$ cat src/rtl/dup_pair_finder_pkg.sv
// Shared definitions for the redundancy-controller front end: default sizing,
// the controller state encoding, and small constant helpers. The distance
// calculation stage imports the same package so both stages agree on widths.
package dup_pair_finder_pkg;

    // Default weight word width (also the index width).
    localparam int DEF_WORD_WIDTH = 8;

    // Default kernel buffer depth in elements.
    localparam int DEF_MAX_ELEM = 16;

    // Controller state encoding, kept as plain 3-bit constants so older
    // consumers of this package can compare against them directly.
    localparam logic [2:0] ST_IDLE = 3'd0;
    localparam logic [2:0] ST_LOAD = 3'd1;
    localparam logic [2:0] ST_SCAN = 3'd2;
    localparam logic [2:0] ST_EMIT = 3'd3;
    localparam logic [2:0] ST_DONE = 3'd4;

    // A kernel length is usable only if it is non-empty and fits the buffer.
    function automatic logic count_is_legal(input int n, input int max_elem);
        return (n != 0) && (n <= max_elem);
    endfunction

    // Address width of a buffer with the given depth (at least one bit).
    function automatic int addr_width(input int depth);
        return (depth > 1) ? $clog2(depth) : 1;
    endfunction

endpackage

$ cat src/rtl/dup_pair_finder_kernel_elem_buf.sv
// Kernel element buffer: a small register file holding one lowered kernel.
// One synchronous write port used while loading, two combinational read
// ports used by the scanner to look at buf[i] and buf[j] in the same cycle.
module kernel_elem_buf #(
    parameter int DEPTH  = 16,
    parameter int WIDTH  = 8,
    parameter int ADDR_W = 4
) (
    input  logic              i_clk,
    input  logic              i_we,
    input  logic [ADDR_W-1:0] i_waddr,
    input  logic [WIDTH-1:0]  i_wdata,
    input  logic [ADDR_W-1:0] i_raddr_a,
    input  logic [ADDR_W-1:0] i_raddr_b,
    output logic [WIDTH-1:0]  o_rdata_a,
    output logic [WIDTH-1:0]  o_rdata_b
);

    logic [WIDTH-1:0] r_mem [DEPTH];

    // Write one element per enabled cycle.
    // NOTE: storage has no reset; every entry the scanner reads is written during LOAD first, so clearing it would only cost reset fan-out.
    always_ff @(posedge i_clk) begin
        if (i_we) begin
            r_mem[i_waddr] <= i_wdata;
        end
    end

    assign o_rdata_a = r_mem[i_raddr_a];
    assign o_rdata_b = r_mem[i_raddr_b];

endmodule

$ cat src/rtl/dup_pair_finder.sv
// Duplicate pair finder: loads one kernel serially, then for every non-zero
// element j searches backwards for the nearest earlier element i of equal
// value and hands the pair (i, j) downstream over a valid/ready handshake.
module dup_pair_finder
    import dup_pair_finder_pkg::*;
#(
    parameter int WORD_WIDTH = DEF_WORD_WIDTH,
    parameter int MAX_ELEM   = DEF_MAX_ELEM
) (
    input  logic                  i_clk,
    input  logic                  i_reset,
    input  logic                  i_start,
    input  logic [WORD_WIDTH-1:0] i_elem_count,
    input  logic                  i_wr_en,
    input  logic [WORD_WIDTH-1:0] i_wr_data,
    output logic                  o_pair_valid,
    input  logic                  i_pair_ready,
    output logic [WORD_WIDTH-1:0] o_idx1,
    output logic [WORD_WIDTH-1:0] o_idx2,
    output logic                  o_busy,
    output logic                  o_done,
    output logic [WORD_WIDTH-1:0] o_pair_count,
    output logic                  o_exception
);

    localparam int                    ADDR_W = addr_width(MAX_ELEM);
    localparam logic [WORD_WIDTH-1:0] ONE    = WORD_WIDTH'(1);

    // Controller state and pointers.
    logic [2:0]            r_state;
    logic [WORD_WIDTH-1:0] r_last;        // index of the last element (N-1)
    logic [WORD_WIDTH-1:0] r_ptr;         // load pointer
    logic [WORD_WIDTH-1:0] r_j;           // element being resolved
    logic [WORD_WIDTH-1:0] r_i;           // candidate earlier element
    logic [WORD_WIDTH-1:0] r_idx1;
    logic [WORD_WIDTH-1:0] r_idx2;
    logic [WORD_WIDTH-1:0] r_pair_count;
    logic                  r_pair_valid;
    logic                  r_exception;

    // Buffer read data and scan decisions.
    logic [WORD_WIDTH-1:0] w_elem_i;
    logic [WORD_WIDTH-1:0] w_elem_j;
    logic                  w_buf_we;
    logic                  w_start_ok;
    logic                  w_j_zero;
    logic                  w_match;
    logic                  w_j_is_last;
    logic [2:0]            w_adv_state;
    logic [WORD_WIDTH-1:0] w_next_j;

    assign w_buf_we    = (r_state == ST_LOAD) && i_wr_en;
    assign w_start_ok  = count_is_legal(32'(i_elem_count), MAX_ELEM);

    // A zero element is never paired, so it is skipped without a compare;
    // because buf[j] is non-zero whenever a compare happens, a zero buf[i]
    // can never match either.
    assign w_j_zero    = (w_elem_j == '0);
    assign w_match     = (w_elem_i == w_elem_j);

    // Resolving j either moves on to j+1 (searching from i = old j) or,
    // after the last element, finishes the kernel.
    assign w_j_is_last = (r_j == r_last);
    assign w_adv_state = w_j_is_last ? ST_DONE : ST_SCAN;
    assign w_next_j    = r_j + ONE;

    kernel_elem_buf #(
        .DEPTH  (MAX_ELEM),
        .WIDTH  (WORD_WIDTH),
        .ADDR_W (ADDR_W)
    ) u_buf (
        .i_clk     (i_clk),
        .i_we      (w_buf_we),
        .i_waddr   (r_ptr[ADDR_W-1:0]),
        .i_wdata   (i_wr_data),
        .i_raddr_a (r_i[ADDR_W-1:0]),
        .i_raddr_b (r_j[ADDR_W-1:0]),
        .o_rdata_a (w_elem_i),
        .o_rdata_b (w_elem_j)
    );

    // Controller: load, scan one compare per cycle, hold pairs until accepted.
    // NOTE: every register here uses <= so all state updates see the values from before the clock edge, regardless of statement order.
    always_ff @(posedge i_clk or posedge i_reset) begin
        if (i_reset) begin
            r_state      <= ST_IDLE;
            r_last       <= '0;
            r_ptr        <= '0;
            r_j          <= '0;
            r_i          <= '0;
            r_idx1       <= '0;
            r_idx2       <= '0;
            r_pair_count <= '0;
            r_pair_valid <= 1'b0;
            r_exception  <= 1'b0;
        end else begin
            r_exception <= 1'b0;
            case (r_state)
                ST_IDLE: begin
                    if (i_start) begin
                        if (w_start_ok) begin
                            r_state      <= ST_LOAD;
                            r_last       <= i_elem_count - ONE;
                            r_ptr        <= '0;
                            r_pair_count <= '0;
                        end else begin
                            r_exception  <= 1'b1;
                        end
                    end
                end

                ST_LOAD: begin
                    if (i_wr_en) begin
                        r_ptr <= r_ptr + ONE;
                        if (r_ptr == r_last) begin
                            // A single-element kernel has nothing to pair.
                            if (r_last == '0) begin
                                r_state <= ST_DONE;
                            end else begin
                                r_state <= ST_SCAN;
                                r_j     <= ONE;
                                r_i     <= '0;
                            end
                        end
                    end
                end

                ST_SCAN: begin
                    if (w_j_zero || (!w_match && r_i == '0)) begin
                        r_state <= w_adv_state;
                        r_j     <= w_next_j;
                        r_i     <= r_j;
                    end else if (w_match) begin
                        r_state      <= ST_EMIT;
                        r_pair_valid <= 1'b1;
                        r_idx1       <= r_i;
                        r_idx2       <= r_j;
                    end else begin
                        r_i <= r_i - ONE;
                    end
                end

                ST_EMIT: begin
                    // idx1/idx2 stay untouched until the transfer happens.
                    if (i_pair_ready) begin
                        r_pair_valid <= 1'b0;
                        r_pair_count <= r_pair_count + ONE;
                        r_state      <= w_adv_state;
                        r_j          <= w_next_j;
                        r_i          <= r_j;
                    end
                end

                ST_DONE: begin
                    r_state <= ST_IDLE;
                end

                default: begin
                    r_state <= ST_IDLE;
                end
            endcase
        end
    end

    // Status outputs decoded from the registered state.
    // NOTE: both outputs get a default before the case so no path leaves them unassigned, which would infer a latch.
    always_comb begin
        o_busy = 1'b0;
        o_done = 1'b0;
        case (r_state)
            ST_LOAD, ST_SCAN, ST_EMIT: o_busy = 1'b1;
            ST_DONE:                   o_done = 1'b1;
            default:                   ;
        endcase
    end

    assign o_pair_valid = r_pair_valid;
    assign o_idx1       = r_idx1;
    assign o_idx2       = r_idx2;
    assign o_pair_count = r_pair_count;
    assign o_exception  = r_exception;

endmodule

$ cat config.mk
export PLATFORM = sky130hd
export DESIGN_NAME = dup_pair_finder
export DESIGN_NICKNAME = d
export VERILOG_FILES = /design/src/rtl/dup_pair_finder_pkg.sv /design/src/rtl/dup_pair_finder_kernel_elem_buf.sv /design/src/rtl/dup_pair_finder.sv
export SDC_FILE = /design/constraint.sdc
export NUM_CORES = 1
export LEC_CHECK = 0
export BUFFER_PORTS_ARGS = -buffer_cell sky130_fd_sc_hd__buf_2
export CELL_PAD_IN_SITES_DETAIL_PLACEMENT = 1
export CELL_PAD_IN_SITES_GLOBAL_PLACEMENT = 1
export CORE_MARGIN = 3
export CORE_UTILIZATION = 50
export DETAILED_ROUTE_END_ITERATION = 10
export PLACE_DENSITY = 0.85
export SYNTH_ARGS = -nofsm -noshare
export SYNTH_HDL_FRONTEND = slang
export SYNTH_HIERARCHICAL = 1
export SYNTH_SLANG_ARGS = --single-unit
$ cat constraint.sdc
create_clock -name i_clk -period 6.5 [get_ports i_clk]
set_input_delay 0.975 -clock i_clk [delete_from_list [all_inputs] [get_ports i_clk]]
set_output_delay 0.975 -clock i_clk [all_outputs]
set_load 0.02 [all_outputs]
==> metrics.md <==
| Metric | Value |
|---|---|
| Hold depth | 2 |
| Lkg Pwr | 3.88 nW |
| Post-synthesis register bit count | 189 |
| Max Root-Sink Buffers | 2 |
| Post-route setup TNS | 0 ns |
| First-pass GRT wire length | 36300 µm |
| Die ar. | 0.0204 mm² |
| Post-Place Setup Slack | 2.07 ns |
| Clk sinks | 189 |
| Iter 0 DRT Violations | 619 |
| HPWL Detailed | 15500 µm |
| Layout cells sized above 1 | 21.5% |
| Cts bufs inserted | 17 |
| Commonest non-fill, non-tap cell in the layout | edfxtp_1 |
| Worst setup EP type | flop |
| Setup bufs post-CTS | 0 |
| Area grow syn2layout | 10.2% |
| Fin. Hold Viols | 0 |
| H-tree depth | 4 |
| Post-synthesis cell count | 631 |
| Max_cap viols | 0 |
| Clock slew seen by the registers of the worst setup and hold paths | 0.07 ns |
| CTS Root Cell | clkbuf_16 |
| Via count | 6044 |
| Die Ht | 143 µm |
| CP Max Fanout | 23 |
| Die width | 143 µm |
| Critical path type | reg -> reg |
| WP data required | 6.78 ns |
| Crit path DAT | 4.83 ns |
| Initial core utilization | 51.5% |
| Syn. warnings | 6 |
| Vias per cell | 6.62 |
| Power Dens Cells | 408 mW/mm² |
| WP depth | 11 |
| Post-Syn Area | 0.00934 mm² |
| Sequential element share of the synthesized area | 57.5% |
| Final Cycle Share | 70.1% |
| Pin count of the biggest net entering global routing | 62 |
| Final clock skew | 0.00933 ns |
| RSZ-0062 raised after global routing | no |
| Commonest non-fill, non-tap cells in the layout | edfxtp_1 (128), dfrtp_1 (59), nand2_1 (53) |
| FP Rows | 49 |
| Clk Latency, worst-skew pair | 0.43 ns |
| Total grt overflow | 0 |
| Count of final setup violators | 0 |
| Nets | 698 |
| Total track usage | 23.7% |
| Ant. Diodes | 0 |
| Fin worst setup slack | 1.95 ns |
| Pre-antenna DRT Iters | 5 |
| Slowest CP cell | dfrtp_2 |
| CP dominant cell by count | buf_4 |
| Tmin final | 4.55 ns |
| Slew @ Worst Pin | 1.19 ns |
| Worst Path Buf+Inv | 2 |
| CORE AREA | 0.0181 mm² |
| I/O pins | 49 |
| Hold buffer count at CTS | 0 |
| Worst min-delay path category | reg -> reg |
| DRC viols | 0 |
| Max Freq | 0.220 GHz |
| Total detailed-routing wirelength | 23200 µm |
| CTS tree | built |
| Vias in the first global route | 6186 |
| Layout Cells excl Fill | 913 |
| Crit-path leading delay family | compound AO/OA/AOI/OAI gates |
| Run status | finished clean |
| Reg2reg path depth | 11 |
| Resized cells post-CTS | 0 |
| Syn_area_per_cell | 14.8 µm² |
| Final ANT Viol Nets | 0 |
| Netlist cell types | 53 |
| Syn Nets | 658 |
| Avg WL per Cell | 25.4 µm |
| Final Wtd Congestion | 0.832 |
| Slew HR | 19.8% |
| Initial antenna violation count | 0 |
| Crit-path cells | buf_4 -> mux4_1 -> a22oi_1 -> nand2_1 -> nor4_1 -> a21oi_1 -> nand4_1 -> buf_4 -> nand3_1 -> o21ai_0 -> o31ai_1 |
| I/O Buffers | 48 |
| Startpoint Class | flop |
| Cell count after placement | 881 |
| Fin. max-slew vios | 0 |
| Worst VDD drop | 0.239 mV |
| Slowest stage delay, CP | 0.79 ns |
## logic make-up (layout without fill, tap and decap cells)
kind of cell | Yosys count | count (layout) | synth area share, %
AO/OA/AOI/OAI | 93 | 93 | 6.86
XOR/XNOR | 41 | 41 | 3.84
adder cells (fa/ha/maj) | 6 | 6 | 0.804
buffers and inverters | 41 | 94 | 2.72
flip-flops | 189 | 189 | 57.5
multiplexers | 86 | 86 | 19.2
AND/OR/NAND/NOR | 175 | 175 | 9.13
## report_power, final
group / leakage [nW] / switching [mW] / total, mW / internal (mW)
registers: 1.96 / 0.238 / 1.62 / 1.38
logic: 1.64 / 0.829 / 1.52 / 0.694
clock network: 0.281 / 0.450 / 1.06 / 0.605
## flip-flops by register name, summed over array words and instances, names as in the netlist, 3 cells and up
register	cells
r_i	8
r_state	3
r_ptr	8
r_j	8
o_idx1	8
o_idx2	8
o_pair_count	8
r_last	8
u_buf/r_mem	128
## cells in the mapped netlist, drive strengths merged
master | number | area [µm²]
nand2b | 4 | 25.0
nand3b | 2 | 15.0
nand3 | 10 | 50.1
clkdlybuf4s25 | 6 | 60.1
a41oi | 2 | 17.5
ha | 6 | 75.1
edfxtp | 128 | 3840
and2b | 3 | 22.5
nor4 | 5 | 31.3
a21boi | 1 | 7.51
a21oi | 12 | 60.1
clkbuf | 9 | 33.8
o21ai | 23 | 115
a211o | 1 | 8.76
nor2 | 45 | 169
mux4 | 64 | 1550
a31oi | 3 | 25.0
nor2b | 6 | 37.5
nor3b | 4 | 30.0
inv | 8 | 30.0
or3b | 2 | 20.0
a22oi | 32 | 240
and3 | 5 | 31.3
nand2 | 54 | 205
a2111oi | 1 | 10.0
or4 | 3 | 22.5
buf | 18 | 130
dfrtp | 61 | 1530
and2 | 4 | 25.0
a32oi | 1 | 8.76
and4b | 1 | 10.0
a21o | 2 | 22.5
mux2 | 14 | 158
nand4 | 11 | 68.8
xor2 | 17 | 149
or3 | 4 | 30.0
mux2i | 8 | 80.1
o21a | 6 | 45.0
a211oi | 1 | 20.0
xnor2 | 24 | 210
nor3 | 12 | 60.1
o31ai | 8 | 60.1
## routing by layer
metal	GRT usage, %	routed length [µm]	vias to the layer above
li1	-	-	2559
met4	7.80	447	0
met2	38.9	11700	283
met5	0	0	-
met3	4.25	1490	38
met1	32.4	9530	3164
## worst reg2reg max path, stage by stage (launching register included)
cell	delay, ns
dfrtp_2	0.79
buf_4	0.46
mux4_1	0.64
a22oi_1	0.26
nand2_1	0.16
nor4_1	0.32
a21oi_1	0.29
nand4_1	0.18
buf_4	0.28
nand3_1	0.45
o21ai_0	0.40
o31ai_1	0.15
## worst paths after layout
| path | startpoint | to | slack, ns |
|---|---|---|---|
| min in group asynchronous | i_reset | o_idx1[4]$_DFFE_PP0P_ | 0.75 |
| worst max register to register | r_j[0]$_DFFE_PP0P_ | r_i[2]$_DFFE_PP0P_ | 1.95 |
| worst min-delay path | o_idx1[1]$_DFFE_PP0P_ | o_idx1[1]$_DFFE_PP0P_ | 0.48 |
| worst min register to register | o_idx1[1]$_DFFE_PP0P_ | o_idx1[1]$_DFFE_PP0P_ | 0.48 |
| max in group asynchronous | i_reset | r_i[0]$_DFFE_PP0P_ | 5.19 |
| worst max-delay path | r_j[0]$_DFFE_PP0P_ | r_i[2]$_DFFE_PP0P_ | 1.95 |
## cell type report
type	count	area, µm²
clock buffer	18	429
clock inverter	14	166
fill	1731	7850
inverter	8	30.0
multi-input combinational	401	3730
sequential	189	5370
tap	229	287
timing repair buffer	54	285
## through the flow
step           hold slack (ns)  utilization (%)  total power, mW  area, µm²
3_5_place_dp             0.475             53.5             3.14       9700
2_1_floorplan            0.483                -             2.75       9340
3_3_place_gp             0.469             53.5             3.06       9700
4_1_cts                  0.489             56.7             4.21      10300
6_report                 0.482             56.7             4.20      10300
5_1_grt                  0.515             56.7             4.40      10300
(Power assumes the default switching activity.)
